File: src/rtl/operand_issue_fifo.sv
// Operand-pair issue FIFO: buffers {a,b} pairs from a producer and issues one per
// cycle to the operand stage, counting issued pairs and flagging upstream stalls that change.
module operand_issue_fifo #(
    parameter int unsigned N     = 10,
    parameter int unsigned DEPTH = 4,
    parameter int unsigned CNT_W = 16
) (
    input  logic                     clk,
    input  logic                     rst,
    input  logic                     in_valid,
    output logic                     in_ready,
    input  logic [N-1:0]             in_a,
    input  logic [N-1:0]             in_b,
    output logic                     out_valid,
    input  logic                     out_ready,
    output logic [N-1:0]             a,
    output logic [N-1:0]             b,
    output logic [$clog2(DEPTH):0]   count,
    output logic [CNT_W-1:0]         issued_cnt,
    output logic                     proto_err
);

    localparam int unsigned PTR_W  = $clog2(DEPTH);
    localparam int unsigned OCC_W  = PTR_W + 1;
    localparam int unsigned PAIR_W = 2 * N;

    logic [PAIR_W-1:0] mem [DEPTH];
    logic [PTR_W-1:0]  wr_ptr;
    logic [PTR_W-1:0]  rd_ptr;
    logic [PAIR_W-1:0] head;
    logic [PAIR_W-1:0] stall_pair;
    logic              stall_pending;
    logic              push;
    logic              pop;

    // Handshake flags derive only from registered occupancy.
    assign in_ready  = (count != OCC_W'(DEPTH));
    assign out_valid = (count != OCC_W'(0));
    assign push      = in_valid & in_ready;
    assign pop       = out_valid & out_ready;

    assign head = out_valid ? mem[rd_ptr] : PAIR_W'(0);
    assign a    = head[PAIR_W-1:N];
    assign b    = head[N-1:0];

    // Storage is intentionally not reset.
    always_ff @(posedge clk) begin
        if (!rst && push) begin
            mem[wr_ptr] <= {in_a, in_b};
        end
    end

    always_ff @(posedge clk) begin
        if (rst) begin
            wr_ptr     <= PTR_W'(0);
            rd_ptr     <= PTR_W'(0);
            count      <= OCC_W'(0);
            issued_cnt <= CNT_W'(0);
        end else begin
            if (push) begin
                wr_ptr <= wr_ptr + PTR_W'(1);
            end
            if (pop) begin
                rd_ptr     <= rd_ptr + PTR_W'(1);
                issued_cnt <= issued_cnt + CNT_W'(1);
            end
            if (push && !pop) begin
                count <= count + OCC_W'(1);
            end else if (pop && !push) begin
                count <= count - OCC_W'(1);
            end
        end
    end

    // A stalled offer must be held with unchanged data until it is accepted.
    always_ff @(posedge clk) begin
        if (rst) begin
            stall_pending <= 1'b0;
            stall_pair    <= PAIR_W'(0);
            proto_err     <= 1'b0;
        end else begin
            if (stall_pending && (!in_valid || ({in_a, in_b} != stall_pair))) begin
                proto_err <= 1'b1;
            end
            stall_pending <= in_valid & ~in_ready;
            if (in_valid && !in_ready) begin
                stall_pair <= {in_a, in_b};
            end
        end
    end

endmodule
File: config.mk
export PLATFORM = sky130hd
export DESIGN_NAME = operand_issue_fifo
export DESIGN_NICKNAME = d
export VERILOG_FILES = /design/src/rtl/operand_issue_fifo.sv
export SDC_FILE = /design/constraint.sdc
export NUM_CORES = 1
export LEC_CHECK = 0
export ABC_AREA = 1
export CORE_ASPECT_RATIO = 1.5
export CORE_MARGIN = 2
export CORE_UTILIZATION = 50
export DETAILED_ROUTE_END_ITERATION = 8
export MAX_ROUTING_LAYER = met4
export PLACE_DENSITY_LB_ADDON = 0.05
export SYNTH_ARGS = -nofsm -noshare
export SYNTH_HDL_FRONTEND = slang
export SYNTH_SLANG_ARGS = --single-unit
File: constraint.sdc
create_clock -name clk -period 5.4 [get_ports clk]
set_input_delay 1.08 -clock clk [delete_from_list [all_inputs] [get_ports clk]]
set_output_delay 1.08 -clock clk [all_outputs]
set_load 0.02 [all_outputs]
# Yosys cells after proc, flatten, opt, wreduce, memory -nomap -nowiden
# Memories as Yosys holds them, arrays and structs flattened. A register that Yosys moved wholly into a read port is not among the register bits.
# Cells that the tools add are included.
[op_classes] n_addsub=5 n_eq_ne=2 mux=7 n_bitwise=4 reduce_logical=13
[op_table] cell="20-bit 2-to-1 mux" count=1
[op_table] cell="20-bit inequality test" count=1
[op_table] cell="16-bit by 1-bit adder with 16-bit output (second input constant)" count=1
[op_table] cell="3-bit 2-to-1 mux" count=2
[op_table] cell="1-bit logical AND" count=5
[op_table] cell="1-bit zero test" count=5
[op_table] cell="2-bit by 1-bit adder with 2-bit output (second input constant)" count=2
[op_table] cell="2-bit 2-to-1 mux" count=2
[op_table] cell="3-bit by 1-bit adder with 3-bit output (second input constant)" count=1
[op_table] cell="1-bit bitwise AND" count=3
[op_table] cell="3-bit inequality test (second input constant)" count=1
[op_table] cell="3-bit nonzero test" count=1
[op_table] cell="3-bit by 1-bit subtractor with 3-bit output (second input constant)" count=1
[op_table] cell="1-bit 2-to-1 mux" count=2
[op_table] cell="2-bit nonzero test" count=1
[op_table] cell="1-bit logical OR" count=1
[op_table] cell="1-bit NOT" count=1
[word_totals] ff_bits=45 ramBits=80 n_memories=1
[memory_table] memory="mem" words=4 word_bits=20 read_ports=1 rd_ports_with_merged_regs=1 wr=1 line="27" rtl="logic [PAIR_W-1:0] mem [DEPTH];"

# Depth between registers and ports, before layout
# Gate-level depths: netlist (run 1).
[logic_depth] ltp_word=6 depth_mapped=11 depth_no_buf=11

# Worst setup path after synthesis (run 1)
# Ideal clock, no wire load.
[synth_path] path_type="in2reg" from="input rst" to="memory mem[0][0] (netlist name), enable pin" arrival_time_ps=2435 required_time_ps=5003 slack_ps=2569 stages=5 n_path_buf=2 cell_sequence="clkbuf_1 inv_2 buf_2 nand2_1 nor2_1"
[synth_via] elab_chain_cells=4
[synth_lines] element="from (decl)" line="9" rtl="input logic rst,"
[synth_lines] element="1-bit zero test" line="48" rtl="if (!rst && push) begin"
[synth_lines] element="1-bit logical AND" line="48"
[synth_lines] element="1-bit 2-to-1 mux" line="48"
[synth_lines] element="1-bit 2-to-1 mux (implied by the code)" line="49" rtl="mem[wr_ptr] <= {in_a, in_b};"
[synth_lines] element="to (decl)" line="27"
# No other way between the ends.

==> flow_metrics.tcl, run 1 <==
set metrics [dict create \
    status "completed" \
    powerDensity_nw_per_um2 442.5 \
    finalCritPeriodShare_pct 74.14 \
    finalSetupTns_ns 0 \
    cts_made_buffers 17 \
    vias_per_cell 4.988 \
    maxSlewHeadroom_pct 29.98 \
    path_class "flop to output pin" \
    vias 4000 \
    syn_nets 613 \
    grt_pass1_vias 3849 \
    cp_cell_sequence "buf_4, inv_1, o21ai_0, a21oi_1, clkdlybuf4s50_1" \
    coreArea_sq_um 10590 \
    drtIter0Drc 172 \
    portBuffers 65 \
    grt_antenna_before_repair 0 \
    worst_hold_startpoint "stall_pending" \
    critical_path_required_ns 4.32 \
    worst_pin_slew_ns 1.049 \
    slew_violations 0 \
    synth_edf_count 80 \
    ys.flop_type "edfxtp_1" \
    peakVddDrop_mv 0.2658 \
    clock_latency_ns 0.41 \
    nets 678 \
    start_util_pct 51.45 \
    fin_worst_skew_ns 0.007264 \
    io_pins 66 \
    wl_met2_microns 5972 \
    hp-class "flop to flop" \
    grt.overflow.total 0 \
    cp_slowest_cell "inv_1" \
    synth.most_common_cell "nor2_1" \
    crit_path_start_kind "flop" \
    final_cells 802 \
    fin_ws_ns 1.396 \
    ys_seq_elements 127 \
    gp_congestion 0.7326 \
    cp_max_fo 41 \
    route.detailed.drc 0 \
    dp_hpwl_microns 7455 \
    synth_top_area_share_pct 44.09 \
    drv_cap 0 \
    rows 46 \
    path_clk_slew_ns 0.05 \
    die_y_microns 131.9 \
    post_synth.cell_area_avg_sq_um 9.363 \
    setup_viol 0 \
    worstHoldPathCells 2 \
    route.met3.wl_microns 471 \
    dpl_worst_slack_ns 1.797 \
    max_freq_mhz 249.8 \
    worstPathArrival_ns 2.92 \
    cts_resized 0 \
    ys_seq_area_share_pct 61.35 \
    grtUsageTotal_pct 21.22 \
    root_buffer "clkbuf_16" \
    grt_pass1_wl_microns 18510 \
    r2r-start "count[0]" \
    yosys.area.top_type "edfxtp_1" \
    wl_met1_microns 4600 \
    postCtsSetupRepairBufs 0 \
    synth.area.top_cells "edfxtp_1, dfxtp_1, nor2_1, o21ai_0, a21oi_1" \
    dpl.cell_count 772 \
    hold_buffers 0 \
    clkSinkCount 127 \
    syn_inst 582 \
    n_antenna_cell 0 \
    htreeDepth 4 \
    synth_cell_types 32 \
    routed.top_layer "met4" \
    fin_crit_ns 4.004 \
    ys.warnings.count 0 \
    hold_viol 0 \
    cp-end-kind "output pin" \
    drive_above_1_share_pct 6.687 \
    max_stage_delay_ns 0.82 \
    die_w_microns 89.24 \
    utilization_pct 63.23 \
    drtPass1Iterations 4 \
    cts_tree "done" \
    netlist_area_sq_um 5449 \
    clk_path_buf_depth 2 \
    wire_per_inst_microns 14.06 \
    areaGrowthSynthToFinish_pct 22.89 \
    ys_async_sr_fraction_pct 0 \
    totalPowerFinal_w 0.002963 \
    routed_wl_microns 11280 \
    grt_start_max_net_pins 42 \
    leakagePower_nw 2.522 \
    reg2reg_depth 10 \
    dieArea_sq_um 11770 \
    rsz0062_at_grt "no" \
    yosys-top-cells-count "nor2_1, edfxtp_1, nand2_1, o21ai_0, inv_1" \
    drt.antenna.violating_nets 0 \
]
area by class of cell:
cell class	count	area [sq um]
clock buffer	19	432.9
clock inverter	11	52.55
fill	927	3894
inverter	66	247.7
multi-input combinational	364	1744
sequential	127	3343
tap	144	180.2
timing repair buffer	71	695.7
worst paths after layout:
check	end	slack (ns)
worst max-delay path	b[5]	1.40
worst min-delay path	proto_err	0.45
worst min register to register	proto_err	0.45
worst max register to register	count[2]	3.23
through the flow:
stage                     hold WS [ns]  instance area (sq um)
after floorplan                 0.4246                   5449
after global placement          0.4400                   6211
after detailed placement        0.4507                   6211
after CTS                       0.4570                   6696
after global routing            0.4851                   6696
final                           0.4535                   6696
critical path, delay by kind of cell, from the launching register on:
family | cells | cell delay, ns
AOI/OAI and AO/OA | 2 | 0.49
DFF | 1 | 0.29
buffers and inverters | 3 | 1.73
report_power, final:
part | total (W) | switching (W) | internal [W] | leakage, nW
registers | 0.00117 | 0.0000491 | 0.00112 | 1.11
logic | 0.000855 | 0.000521 | 0.000334 | 1.18
clock network | 0.000933 | 0.000368 | 0.000565 | 0.233
metal layers:
layer  global-route usage, %  vias up
li1                        -     2047
met1                   24.88     1852
met2                   34.53       83
met4                   8.043        0
met5                       -        -
met3                   5.385       18
sequential cells by signal, indices dropped and copies added, names as in the netlist, named ones only:
register and cells:
stall_pending 1, mem 80, count 3, stall_pair 20, rd_ptr 2, proto_err 1
wr_ptr 2, issued_cnt 16
cell families after synthesis:
kind of cell,share of synthesized area [%]
compound gates,12.74
buf+inv,6.636
flops,61.35
xor+xnor,0.6431
simple gates,16.88
fa+ha+maj,1.745
cells in the final DEF, fill, tap and decap left out, drive strengths merged, types with 2 or more instances in the layout:
| cell | synthesis | layout |
|---|---|---|
| nand4 | 2 | 2 |
| nor2 | 117 | 117 |
| nand2 | 78 | 78 |
| buf | 8 | 6 |
| o21ai | 76 | 76 |
| clkbuf | 17 | 19 |
| o21a | 2 | 2 |
| nor3 | 3 | 3 |
| xnor2 | 3 | 3 |
| dfxtp | 47 | 47 |
| inv | 66 | 66 |
| clkdlybuf4s50 | 0 | 65 |
| clkinv | 0 | 9 |
| a21oi | 59 | 59 |
| or2 | 3 | 3 |
| clkinvlp | 0 | 2 |
| ha | 6 | 6 |
| edfxtp | 80 | 80 |
| nand3 | 11 | 11 |
Power figures use the tool's default switching activity.
==> run 2: changes to the inputs <==
clock period = 3.9 ns   (was 5.4 ns; I/O delays follow)
==> run 2 against run 1 <==
Effect of this change:
- largest cell class unchanged
- cell count up 0.50%
- critical path depth down 1
- first-iteration DRC count up 2.9%
- total power up 54%
- combinational power up 42%
- clock skew down 0.0018 ns
- global-route usage up 0.95 points
==> flow_metrics.tcl, run 2 (synthesis results as in run 1) <==
set metrics [dict create \
    drtPass1Iterations 5 \
    dpl_worst_slack_ns 0.8561 \
    hold_viol 0 \
    n_antenna_cell 0 \
    top_regs "mem (80), stall_pair (20), issued_cnt (16)" \
    io_pins 66 \
    routed_wl_microns 11840 \
    wl_met2_microns 6482 \
    drive_above_1_share_pct 7.855 \
    cp-end-kind "output pin" \
    grtUsageTotal_pct 22.17 \
    die_w_microns 89.24 \
    worstPathArrival_ns 2.65 \
    htreeDepth 4 \
    grt_pass1_wl_microns 19160 \
    route.detailed.drc 0 \
    drtIter0Drc 177 \
    cp_max_fo 40 \
    clock_latency_ns 0.41 \
    drv_cap 0 \
    cts_tree "done" \
    coreArea_sq_um 10590 \
    vias 4066 \
    rows 46 \
    wire_per_inst_microns 14.68 \
    path_clk_slew_ns 0.05 \
    worst_hold_startpoint "stall_pending" \
    finalSetupTns_ns 0 \
    crit_path_start_kind "flop" \
    grt_start_max_net_pins 42 \
    holdPathEnd "proto_err" \
    gp_congestion 0.7271 \
    fin_worst_skew_ns 0.005441 \
    hold_buffers 0 \
    route.met3.wl_microns 417 \
    r2r_slack_ns 1.72 \
    slew_violations 0 \
    critical_path_required_ns 3.12 \
    cts_resized 0 \
    worstReg2RegEnd "count[2]" \
    final_cell_mix "nor2_1, edfxtp_1, nand2_1" \
    dpl_cell_area_sq_um 6226 \
    final_cells 806 \
    dpl.cell_count 774 \
    regMostFlops "mem" \
    portBuffers 65 \
    hp-class "flop to flop" \
    fin_crit_ns 3.427 \
    postCtsSetupRepairBufs 0 \
    clkSinkCount 127 \
    max_freq_mhz 291.8 \
    wl_met1_microns 4745 \
    finalCritPeriodShare_pct 87.88 \
    grt_antenna_before_repair 0 \
    path_class "flop to output pin" \
    setup_viol 0 \
    status "completed" \
    dp_hpwl_microns 7704 \
    drt.antenna.violating_nets 0 \
    nets 680 \
    leakagePower_nw 2.619 \
    r2r-start "count[0]" \
    maxSlewHeadroom_pct 30.09 \
    peakVddDrop_mv 0.3734 \
    vias_per_cell 5.045 \
    start_util_pct 51.45 \
    grt.overflow.total 0 \
    root_buffer "clkbuf_16" \
    grt_pass1_vias 4021 \
    powerDensity_nw_per_um2 663.8 \
    largest_reg_flops 80 \
    final_area_sq_um 6875 \
    areaGrowthSynthToFinish_pct 26.18 \
    die_y_microns 131.9 \
    routed.top_layer "met4" \
    layout_commonest_cell "nor2_1" \
    cts_made_buffers 17 \
    worst_pin_slew_ns 1.047 \
    clk_path_buf_depth 2 \
    dieArea_sq_um 11770 \
    reg2reg_depth 10 \
    worstHoldPathCells 2 \
    fin_ws_ns 0.4727 \
    rsz0062_at_grt "no" \
]
run 2: changes by cell type in the layout (fill, tap and decap cells not counted):
cell	before	now
buf_4	6	8
bufinv_16	0	6
clkinv_1	6	2
clkinv_2	3	4
clkinvlp_4	2	0
inv_6	0	1
run 2: worst max-delay path, stage by stage, from the launching register on:
cell and delay [ns]:
dfxtp_1 0.32, inv_1 0.75, o21ai_0 0.23, a21oi_1 0.27, clkdlybuf4s50_1 0.66
run 2: report_power, final:
part | internal (W) | leakage, nW | switching [W]
Combinational | 0.000467 | 1.19 | 0.000746
Clock | 0.00119 | 0.320 | 0.000544
Sequential | 0.00156 | 1.11 | 0.0000596
run 2: worst max path at each step:
stage	slack [ns]	start	to
after floorplan	1.37	rst	mem[0][0]
after global placement	0.93	flop	a[8]
after detailed placement	0.86	flop	a[8]
after CTS	0.39	flop	a[8]
after global routing	0.25	flop	a[9]
final	0.47	flop	a[8]
run 2: per-layer routing:
layer,up-vias,track usage (%)
met3,16,5.260
li1,2052,-
met2,86,38.31
met5,-,-
met4,0,7.629
met1,1912,24.38
run 2: layout make-up:
cell class / count / area, sq um
fill: 922 / 3715
timing repair buffer: 73 / 710.7
clock inverter: 13 / 216.5
sequential: 127 / 3343
multi-input combinational: 364 / 1744
tap: 144 / 180.2
clock buffer: 19 / 432.9
inverter: 66 / 247.7
run 2: metrics by stage:
step / total power, W / utilization, % / hold WS, ns
2_1_floorplan: 0.002377 / - / 0.4246
3_3_place_gp: 0.002833 / 58.79 / 0.4414
3_5_place_dp: 0.002864 / 58.79 / 0.4472
4_1_cts: 0.004605 / 64.92 / 0.4585
5_1_grt: 0.004793 / 64.92 / 0.4833
6_report: 0.004564 / 64.92 / 0.4560
